$ cat config.mk
export PLATFORM = sky130hd
export DESIGN_NAME = fetch_queue_flat
export DESIGN_NICKNAME = d
export VERILOG_FILES = /design/src/rtl/fetch_queue_if.sv /design/src/rtl/fetch_queue.sv /design/src/flat_wrapper.sv
export SDC_FILE = /design/constraint.sdc
export NUM_CORES = 1
export LEC_CHECK = 0
export ABC_AREA = 1
export BUFFER_PORTS_ARGS = -buffer_cell sky130_fd_sc_hd__buf_2
export CAP_MARGIN = 20
export CORE_MARGIN = 8
export CORE_UTILIZATION = 55
export DETAILED_ROUTE_END_ITERATION = 16
export GPL_TIMING_DRIVEN = 0
export PLACE_DENSITY_LB_ADDON = 0.05
export SETUP_SLACK_MARGIN = 0.4
export SLEW_MARGIN = 0
export SYNTH_ARGS = -nofsm -noshare
export SYNTH_HDL_FRONTEND = slang
export SYNTH_SLANG_ARGS = --single-unit
$ cat constraint.sdc
create_clock -name clk -period 5 [get_ports clk]
set_input_delay 1.25 -clock clk [delete_from_list [all_inputs] [get_ports clk]]
set_output_delay 1.25 -clock clk [all_outputs]
set_load 0.02 [all_outputs]
$ cat src/rtl/fetch_queue_if.sv
// Fetch-stage bus bundle: instruction-memory request/response plus the
// decode-side instruction handshake. The fetch stage is the master.
interface fetch_queue_if #(
  parameter int XLEN = 32,
  parameter int ILEN = 32
);
  logic            imem_req_o;
  logic [XLEN-1:0] imem_addr_o;
  logic [ILEN-1:0] imem_rdata_i;
  logic            instr_valid_o;
  logic [ILEN-1:0] instr_o;
  logic [XLEN-1:0] pc_o;
  logic            instr_ready_i;

  modport master (
    output imem_req_o,
    output imem_addr_o,
    input  imem_rdata_i,
    output instr_valid_o,
    output instr_o,
    output pc_o,
    input  instr_ready_i
  );

  modport slave (
    input  imem_req_o,
    input  imem_addr_o,
    output imem_rdata_i,
    input  instr_valid_o,
    input  instr_o,
    input  pc_o,
    output instr_ready_i
  );
endinterface

$ cat src/rtl/fetch_queue.sv
// Instruction-fetch stage: owns the PC, issues one-cycle-latency memory reads and
// buffers {instr, pc} in a DEPTH-entry FIFO. Optional macro: FETCH_QUEUE_PERF_EN.
module fetch_queue #(
  parameter int              XLEN     = 32,
  parameter int              ILEN     = 32,
  parameter int              DEPTH    = 4,
  parameter logic [XLEN-1:0] RESET_PC = '0
) (
  input  logic            clk,
  input  logic            rst_n,
  input  logic            stall_i,
  input  logic            redirect_i,
  input  logic [XLEN-1:0] redirect_pc_i,
  fetch_queue_if.master   bus
`ifdef FETCH_QUEUE_PERF_EN
  ,
  output logic [31:0]     perf_bubbles_o
`endif
);

  localparam int              PTR_W      = $clog2(DEPTH);
  localparam int              CNT_W      = PTR_W + 1;
  localparam int              IBYTES     = ILEN / 8;
  localparam int              ALIGN_W    = $clog2(IBYTES);
  localparam logic [XLEN-1:0] PC_INC     = XLEN'(IBYTES);
  localparam logic [XLEN-1:0] ALIGN_MASK = ~((XLEN'(1) << ALIGN_W) - XLEN'(1));
  localparam logic [CNT_W-1:0] DEPTH_CNT = CNT_W'(DEPTH);

  logic [XLEN-1:0]  pc_q;
  logic [XLEN-1:0]  inflight_pc_q;
  logic             inflight_q;
  logic [ILEN-1:0]  instr_mem_q [DEPTH];
  logic [XLEN-1:0]  pc_mem_q    [DEPTH];
  logic [PTR_W-1:0] rd_ptr_q;
  logic [PTR_W-1:0] wr_ptr_q;
  logic [CNT_W-1:0] count_q;

  logic [CNT_W-1:0] occupancy;
  logic             req;
  logic             head_valid;
  logic             push;
  logic             pop;

  // Decode handshake: an instruction transfers in a cycle where instr_valid_o
  // and instr_ready_i are both high, unless stall_i or redirect_i suppresses the
  // pop. instr_valid_o never depends on instr_ready_i, and once raised it stays
  // high with a stable head until the transfer or a redirect/reset.
  always_comb begin
    occupancy  = count_q + CNT_W'(inflight_q);
    // The in-flight word already owns a slot, so a request can never overflow.
    req        = rst_n && !stall_i && !redirect_i && (occupancy < DEPTH_CNT);
    head_valid = (count_q != '0);
    push       = inflight_q && !redirect_i;
    pop        = head_valid && bus.instr_ready_i && !stall_i && !redirect_i;
  end

  assign bus.imem_req_o    = req;
  assign bus.imem_addr_o   = pc_q;
  assign bus.instr_valid_o = head_valid;
  assign bus.instr_o       = head_valid ? instr_mem_q[rd_ptr_q] : '0;
  assign bus.pc_o          = head_valid ? pc_mem_q[rd_ptr_q]    : '0;

  // Redirect outranks everything: the arriving response is dropped with the queue.
  always_ff @(posedge clk or negedge rst_n) begin
    if (!rst_n) begin
      pc_q          <= RESET_PC;
      inflight_pc_q <= '0;
      inflight_q    <= 1'b0;
      rd_ptr_q      <= '0;
      wr_ptr_q      <= '0;
      count_q       <= '0;
    end else if (redirect_i) begin
      pc_q       <= redirect_pc_i & ALIGN_MASK;
      inflight_q <= 1'b0;
      rd_ptr_q   <= '0;
      wr_ptr_q   <= '0;
      count_q    <= '0;
    end else begin
      inflight_q <= req;
      if (req) begin
        inflight_pc_q <= pc_q;
        pc_q          <= pc_q + PC_INC;
      end
      if (push) wr_ptr_q <= wr_ptr_q + PTR_W'(1);
      if (pop)  rd_ptr_q <= rd_ptr_q + PTR_W'(1);
      case ({push, pop})
        2'b10:   count_q <= count_q + CNT_W'(1);
        2'b01:   count_q <= count_q - CNT_W'(1);
        default: count_q <= count_q;
      endcase
    end
  end

  always_ff @(posedge clk or negedge rst_n) begin
    if (!rst_n) begin
      for (int i = 0; i < DEPTH; i++) begin
        instr_mem_q[i] <= '0;
        pc_mem_q[i]    <= '0;
      end
    end else if (push) begin
      instr_mem_q[wr_ptr_q] <= bus.imem_rdata_i;
      pc_mem_q[wr_ptr_q]    <= inflight_pc_q;
    end
  end

`ifdef FETCH_QUEUE_PERF_EN
  // Bubble = an unstalled cycle with nothing for decode; saturates rather than wraps.
  always_ff @(posedge clk or negedge rst_n) begin
    if (!rst_n) begin
      perf_bubbles_o <= '0;
    end else if (!head_valid && !stall_i && (perf_bubbles_o != 32'hFFFF_FFFF)) begin
      perf_bubbles_o <= perf_bubbles_o + 32'd1;
    end
  end
`endif

endmodule
$ cat src/flat_wrapper.sv
// flat-port wrapper written by rule: the top's interface ports become plain ports
module fetch_queue_flat 
#(
  parameter int              XLEN     = 32,
  parameter int              ILEN     = 32,
  parameter int              DEPTH    = 4,
  parameter logic [XLEN-1:0] RESET_PC = '0
)
  (clk, rst_n, stall_i, redirect_i, redirect_pc_i, bus_imem_req_o, bus_imem_addr_o, bus_imem_rdata_i, bus_instr_valid_o, bus_instr_o, bus_pc_o, bus_instr_ready_i);
  fetch_queue_if #(.XLEN(XLEN), .ILEN(ILEN)) bus_i ();
  input  logic clk;
  input  logic rst_n;
  input  logic stall_i;
  input  logic redirect_i;
  input  logic [XLEN-1:0] redirect_pc_i;
  output wire logic [$bits(bus_i.imem_req_o)-1:0] bus_imem_req_o;
  output wire logic [$bits(bus_i.imem_addr_o)-1:0] bus_imem_addr_o;
  input wire logic [$bits(bus_i.imem_rdata_i)-1:0] bus_imem_rdata_i;
  output wire logic [$bits(bus_i.instr_valid_o)-1:0] bus_instr_valid_o;
  output wire logic [$bits(bus_i.instr_o)-1:0] bus_instr_o;
  output wire logic [$bits(bus_i.pc_o)-1:0] bus_pc_o;
  input wire logic [$bits(bus_i.instr_ready_i)-1:0] bus_instr_ready_i;
  assign bus_imem_req_o = bus_i.imem_req_o;
  assign bus_imem_addr_o = bus_i.imem_addr_o;
  assign bus_i.imem_rdata_i = bus_imem_rdata_i;
  assign bus_instr_valid_o = bus_i.instr_valid_o;
  assign bus_instr_o = bus_i.instr_o;
  assign bus_pc_o = bus_i.pc_o;
  assign bus_i.instr_ready_i = bus_instr_ready_i;
  fetch_queue #(.XLEN(XLEN), .ILEN(ILEN), .DEPTH(DEPTH), .RESET_PC(RESET_PC)) u_core (.clk(clk), .rst_n(rst_n), .stall_i(stall_i), .redirect_i(redirect_i), .redirect_pc_i(redirect_pc_i), .bus(bus_i));
endmodule
# Word-level counts from Yosys, hierarchy flattened
# Cells that the tools add are included.
word_totals:
  reg_bits: 328
  latch_bits: 0
  ramBits: 0
  romBits: 0
  in_bits: 69
  out_inout_bits: 98
  word_cells: 66
  memories: 0
classes:
  n_addsub: 6
  multipliers: 0
  div: 0
  magnitude_cmp: 4
  n_eq_ne: 2
  shift: 0
  mux: 21
  bitwise: 3
  reduce_logical: 16
ops:
  columns: ["cell", "count"]
  rows:
  - ["$mux W32", 9]
  - ["$bwmux W128", 2]
  - ["$bmux W32 S2", 2]
  - ["$demux W32 S2", 1]
  - ["$add A32 B3 Y32 const B", 1]
  - ["$logic_and A1 B1 Y1", 8]
  - ["$mux W2", 4]
  - ["$ge A3 B3 Y1 const B", 2]
  - ["$not A2 Y3", 2]
  - ["$pmux W3 S2", 1]
  - ["$reduce_bool A2 Y1", 3]
  - ["$reduce_bool A3 Y1", 2]
  - ["$add A2 B1 Y2 const B", 2]
  - ["$add A3 B1 Y3", 1]
  - ["$add A3 B1 Y3 const B", 1]
  - ["$lt A3 B1 Y1 const B", 1]
  - ["$lt A3 B3 Y1 const B", 1]
  - ["$mux W3", 1]
  - ["$sub A3 B1 Y3 const B", 1]
  - ["$eq A2 B1 Y1 const B", 1]
  - ["$eq A2 B2 Y1 const B", 1]
  - ["$logic_not A1 Y1", 2]
  - ["$reduce_and A2 Y1", 1]
  - ["$mux W1", 1]
  - ["$not A1 Y1", 1]

# Depth between registers and ports, before layout
logic_depth:
  word_depth: 7
  depth_mapped: 10
  depth_no_buf: 10

# Worst setup path after synthesis
# No wires, ideal clock.
synth_timing:
  path_kind: "in2out"
  start: "input port redirect_i"
  end: "output port bus_imem_req_o"
  arrival_ps: 2017
  required_ps: 3750
  path_slack_ps: 1733
  stages: 5
  n_path_buf: 2
  cell_sequence: "buf_4 > nor2_1 > nand3_2 > inv_2 > buf_2"
synth_between:
  elab_chain_len: 3
synth_rtl:
  columns: ["item", "line", "source"]
  rows:
  - ["from (decl)", "flat_wrapper.sv:14", "input logic redirect_i;"]
  - ["$logic_not A1 Y1", "fetch_queue.sv:51", "req = rst_n && !stall_i && !redirect_i && (occupancy < DEPTH_CNT);"]
  - ["$logic_and A1 B1 Y1 (2 in a row)", "fetch_queue.sv:51", null]
  - ["to (decl)", "flat_wrapper.sv:16", "output wire logic [$bits(bus_i.imem_req_o)-1:0] bus_imem_req_o;"]
# No other way between the ends.

# Worst setup path in the final report
layout_timing:
  start: "input port rst_n"
  end: "output port bus_imem_req_o"
layout_between:
  elab_chain_len: 3
layout_rtl:
  columns: ["item", "line", "source"]
  rows:
  - ["from (decl)", "flat_wrapper.sv:12", "input logic rst_n;"]
  - ["$logic_and A1 B1 Y1 (3 in a row)", "fetch_queue.sv:51", null]
# No other way between the ends.

==> metrics.cfg <==
[run_status]
status=completed

[critical_path]
path_buf_inv=7
crit_path_top_delay_cell=buf_16
path_cells=buf_8 > buf_16 > buf_16 > buf_16 > nand2_1 > nor2_1 > nand3_2 > inv_4 > buf_4 > buf_2
cp-start-kind=input port
max_stage_delay_ns=0.25
worst_path_dominant_cell_family=buffers and inverters
path_max_fanout=44
cp.required_ns=3.75
end_kind=output port
path_class=in2out
critPathMostFrequentCell=buf_16
crit_arrival_ns=3.16

[timing]
setup_viol=0
setup_slack_ns=0.589
relSlewSlack_pct=54.8
rsz0062_at_grt=false
skew_ns=0.0121
hold_viol=0
holdWs_ns=0.481
worst_pin_slew_ns=0.678
fmax_ghz=0.227
period_minus_slack_ns=4.41
drv_slew=0
fin_crit_sh_pct=88.2

[pwr]
p_per_area_nw_per_um2=382
ir_drop_mv=0.198
p_leak_uw=0.00849
finalPower_uw=6720

[grt]
first_global_vias=13505
grt_max_degree=55
grtUsageTotal_pct=27.6
grt_pass1_wl_mm=72.6
grt_overflow_total=0
antenna_found_initial=0

[synth]
synth_edf_count=0
synth_xor_area_share_pct=0.650
synth_cell_types=30
synthArstFlopShare_pct=100
synth_ff_type=dfrtp_1
synth-compound-area-share_pct=17.0
synth_fa_ha_area_share_pct=0.557
ys_warn_count=0
ys_ff_latch=316
postSynthCellCount=1870
synth_seq_area_share_pct=53.4
syn_area_sq_um=14800
avgSynthCellArea_sq_um=7.93
synthMuxAreaShare_pct=0
yosys.area_share.simple_pct=21.1
synth_top_family_by_area=simple AND/OR/NAND/NOR gates

[placement]
port_buffers=159
pre_cts_slack_ns=-0.322
hpwl_mm=30.2
place_inst=2376
gp_routability_congestion=0.873

[cells_and_area]
area_growth_pct=18.7
multi_input_area_sq_um=5840
final_nets=2153
drive_above_1_share_pct=14.7
fill_cells=2370
final_cell_count_no_fill=2447
final_cell_mix=443 x nand2_1, 407 x o21ai_0, 316 x dfrtp_1
antenna_cells=0
ff_latch_area_sq_um=7910
final_common_cell=nand2_1

[drt]
postRouteAntennaNets=0
wl_per_cell_microns=18.4
drtPass1Iterations=5
wl_mm=45.0
vias=13485
drc=0
drt-initial-drc-count=1247
viasPerCell=5.51

[clocking]
cts-root-buf=clkbuf_16
cts.htree.levels=2
cts_setup_buffers=0
cts_tree=done
clock_sinks=316
clk_path_buf_depth=3
cts_buffers=36
clk-insertion-delay-late_ns=0.52
ctsHoldBuffers=0
clk_pin_slew_ns=0.06

[floorplanning]
dieArea_sq_um=32500
die_w_microns=180
core_area_sq_um=26700
die_h_microns=180
start_util_pct=55.5
io_pins=167
rows=60

[hold_path]
worstHoldPathType=reg2reg

[job]
cap_violations=0

[worst paths after layout]
kind	from	slack, ns	end	depth (start not counted)
max in group asynchronous	rst_n	3.25	u_core.instr_mem_q[2]	4
setup / recovery	rst_n	0.59	bus_imem_req_o	10
hold / removal	u_core.instr_mem_q[0]	0.48	u_core.instr_mem_q[0]	2
hold reg to reg	u_core.instr_mem_q[0]	0.48	u_core.instr_mem_q[0]	2
min in group asynchronous	rst_n	0.56	u_core.instr_mem_q[103]	1
setup reg to reg	u_core.bus.imem_addr_o[3]	3.07	u_core.bus.imem_addr_o[22]	8
[metrics by stage]
stage	cell area (sq um)	setup TNS [ns]	utilization, %
after global routing	17600	0	65.8
final	17600	0	65.8
after global placement	16100	-1235.51	60.1
after floorplan	14800	0	-
after CTS	17600	0	65.8
after detailed placement	16100	-0.322	60.4
[cells by family (layout without fill, tap and decap cells)]
| kind of cell | count (synthesis) | in the layout |
|---|---|---|
| buf+inv | 240 | 473 |
| simple gates | 797 | 797 |
| fa+ha+maj | 6 | 6 |
| compound gates | 499 | 499 |
| other cells | 1 | 4 |
| xor+xnor | 11 | 11 |
| flops | 316 | 316 |
[area by class of cell]
type | instances | share of cell area (%)
flip-flops and latches | 316 | 45.0
clock inverters | 16 | 1.24
multi-input cells | 1317 | 33.2
inverters | 123 | 2.67
repair buffers | 167 | 5.98
clock buffers | 50 | 6.00
plain buffers | 117 | 3.52
well taps | 341 | 2.43
[state kept, by name, indices dropped and copies added (netlist names)]
| name | flops |
|---|---|
| u_core.bus.imem_addr_o | 30 |
| u_core.pc_mem_q | 120 |
| u_core.instr_mem_q | 128 |
| u_core.inflight_pc_q | 30 |
| u_core.inflight_q | 1 |
| u_core.count_q | 3 |
| u_core.wr_ptr_q | 2 |
| u_core.rd_ptr_q | 2 |
[tightest hold or removal path: stages (launching register included)]
cell and delay, ns:
dfrtp_1 0.34, nand2_1 0.05, o21ai_0 0.06
[routing by layer]
metal / global-route usage, % / wire length, microns
met1: 35.9 / 19200
met3: 5.63 / 3180
met4: 9.46 / 1360
met2: 45.7 / 21300
met5: 0 / 0
[power by group]
group | switching [uW] | internal (uW)
clock | 1060 | 1740
combinational | 598 | 319
sequential | 177 | 2830
[timing repair]
action | 4_1_cts | 5_1_grt
gates cloned | 5 | 0
endpoints found under the setup margin | 1 | 1
resized for setup | 1 | 1
[synth_stat cells (2+ instances only)]
cell type	instances	share of area [%]
nand3_1	41	1.4
o21ai_0	407	14
ha_1	5	0.42
nor2_1	290	7.3
nor3_1	2	0.068
buf_6	8	0.61
o21ai_1	17	0.57
nand2_2	6	0.25
inv_2	5	0.13
xor2_1	9	0.53
nand2_1	443	11
inv_4	2	0.084
inv_1	116	2.9
xnor2_1	2	0.12
nor2_4	2	0.15
buf_2	28	0.95
dfrtp_1	316	53
nor2_2	5	0.21
clkbuf_1	53	1.3
nand4_1	5	0.21
o211ai_1	7	0.35
buf_1	6	0.15
a21oi_1	67	2.3
buf_4	22	1.1
(Power assumes the default switching activity.)
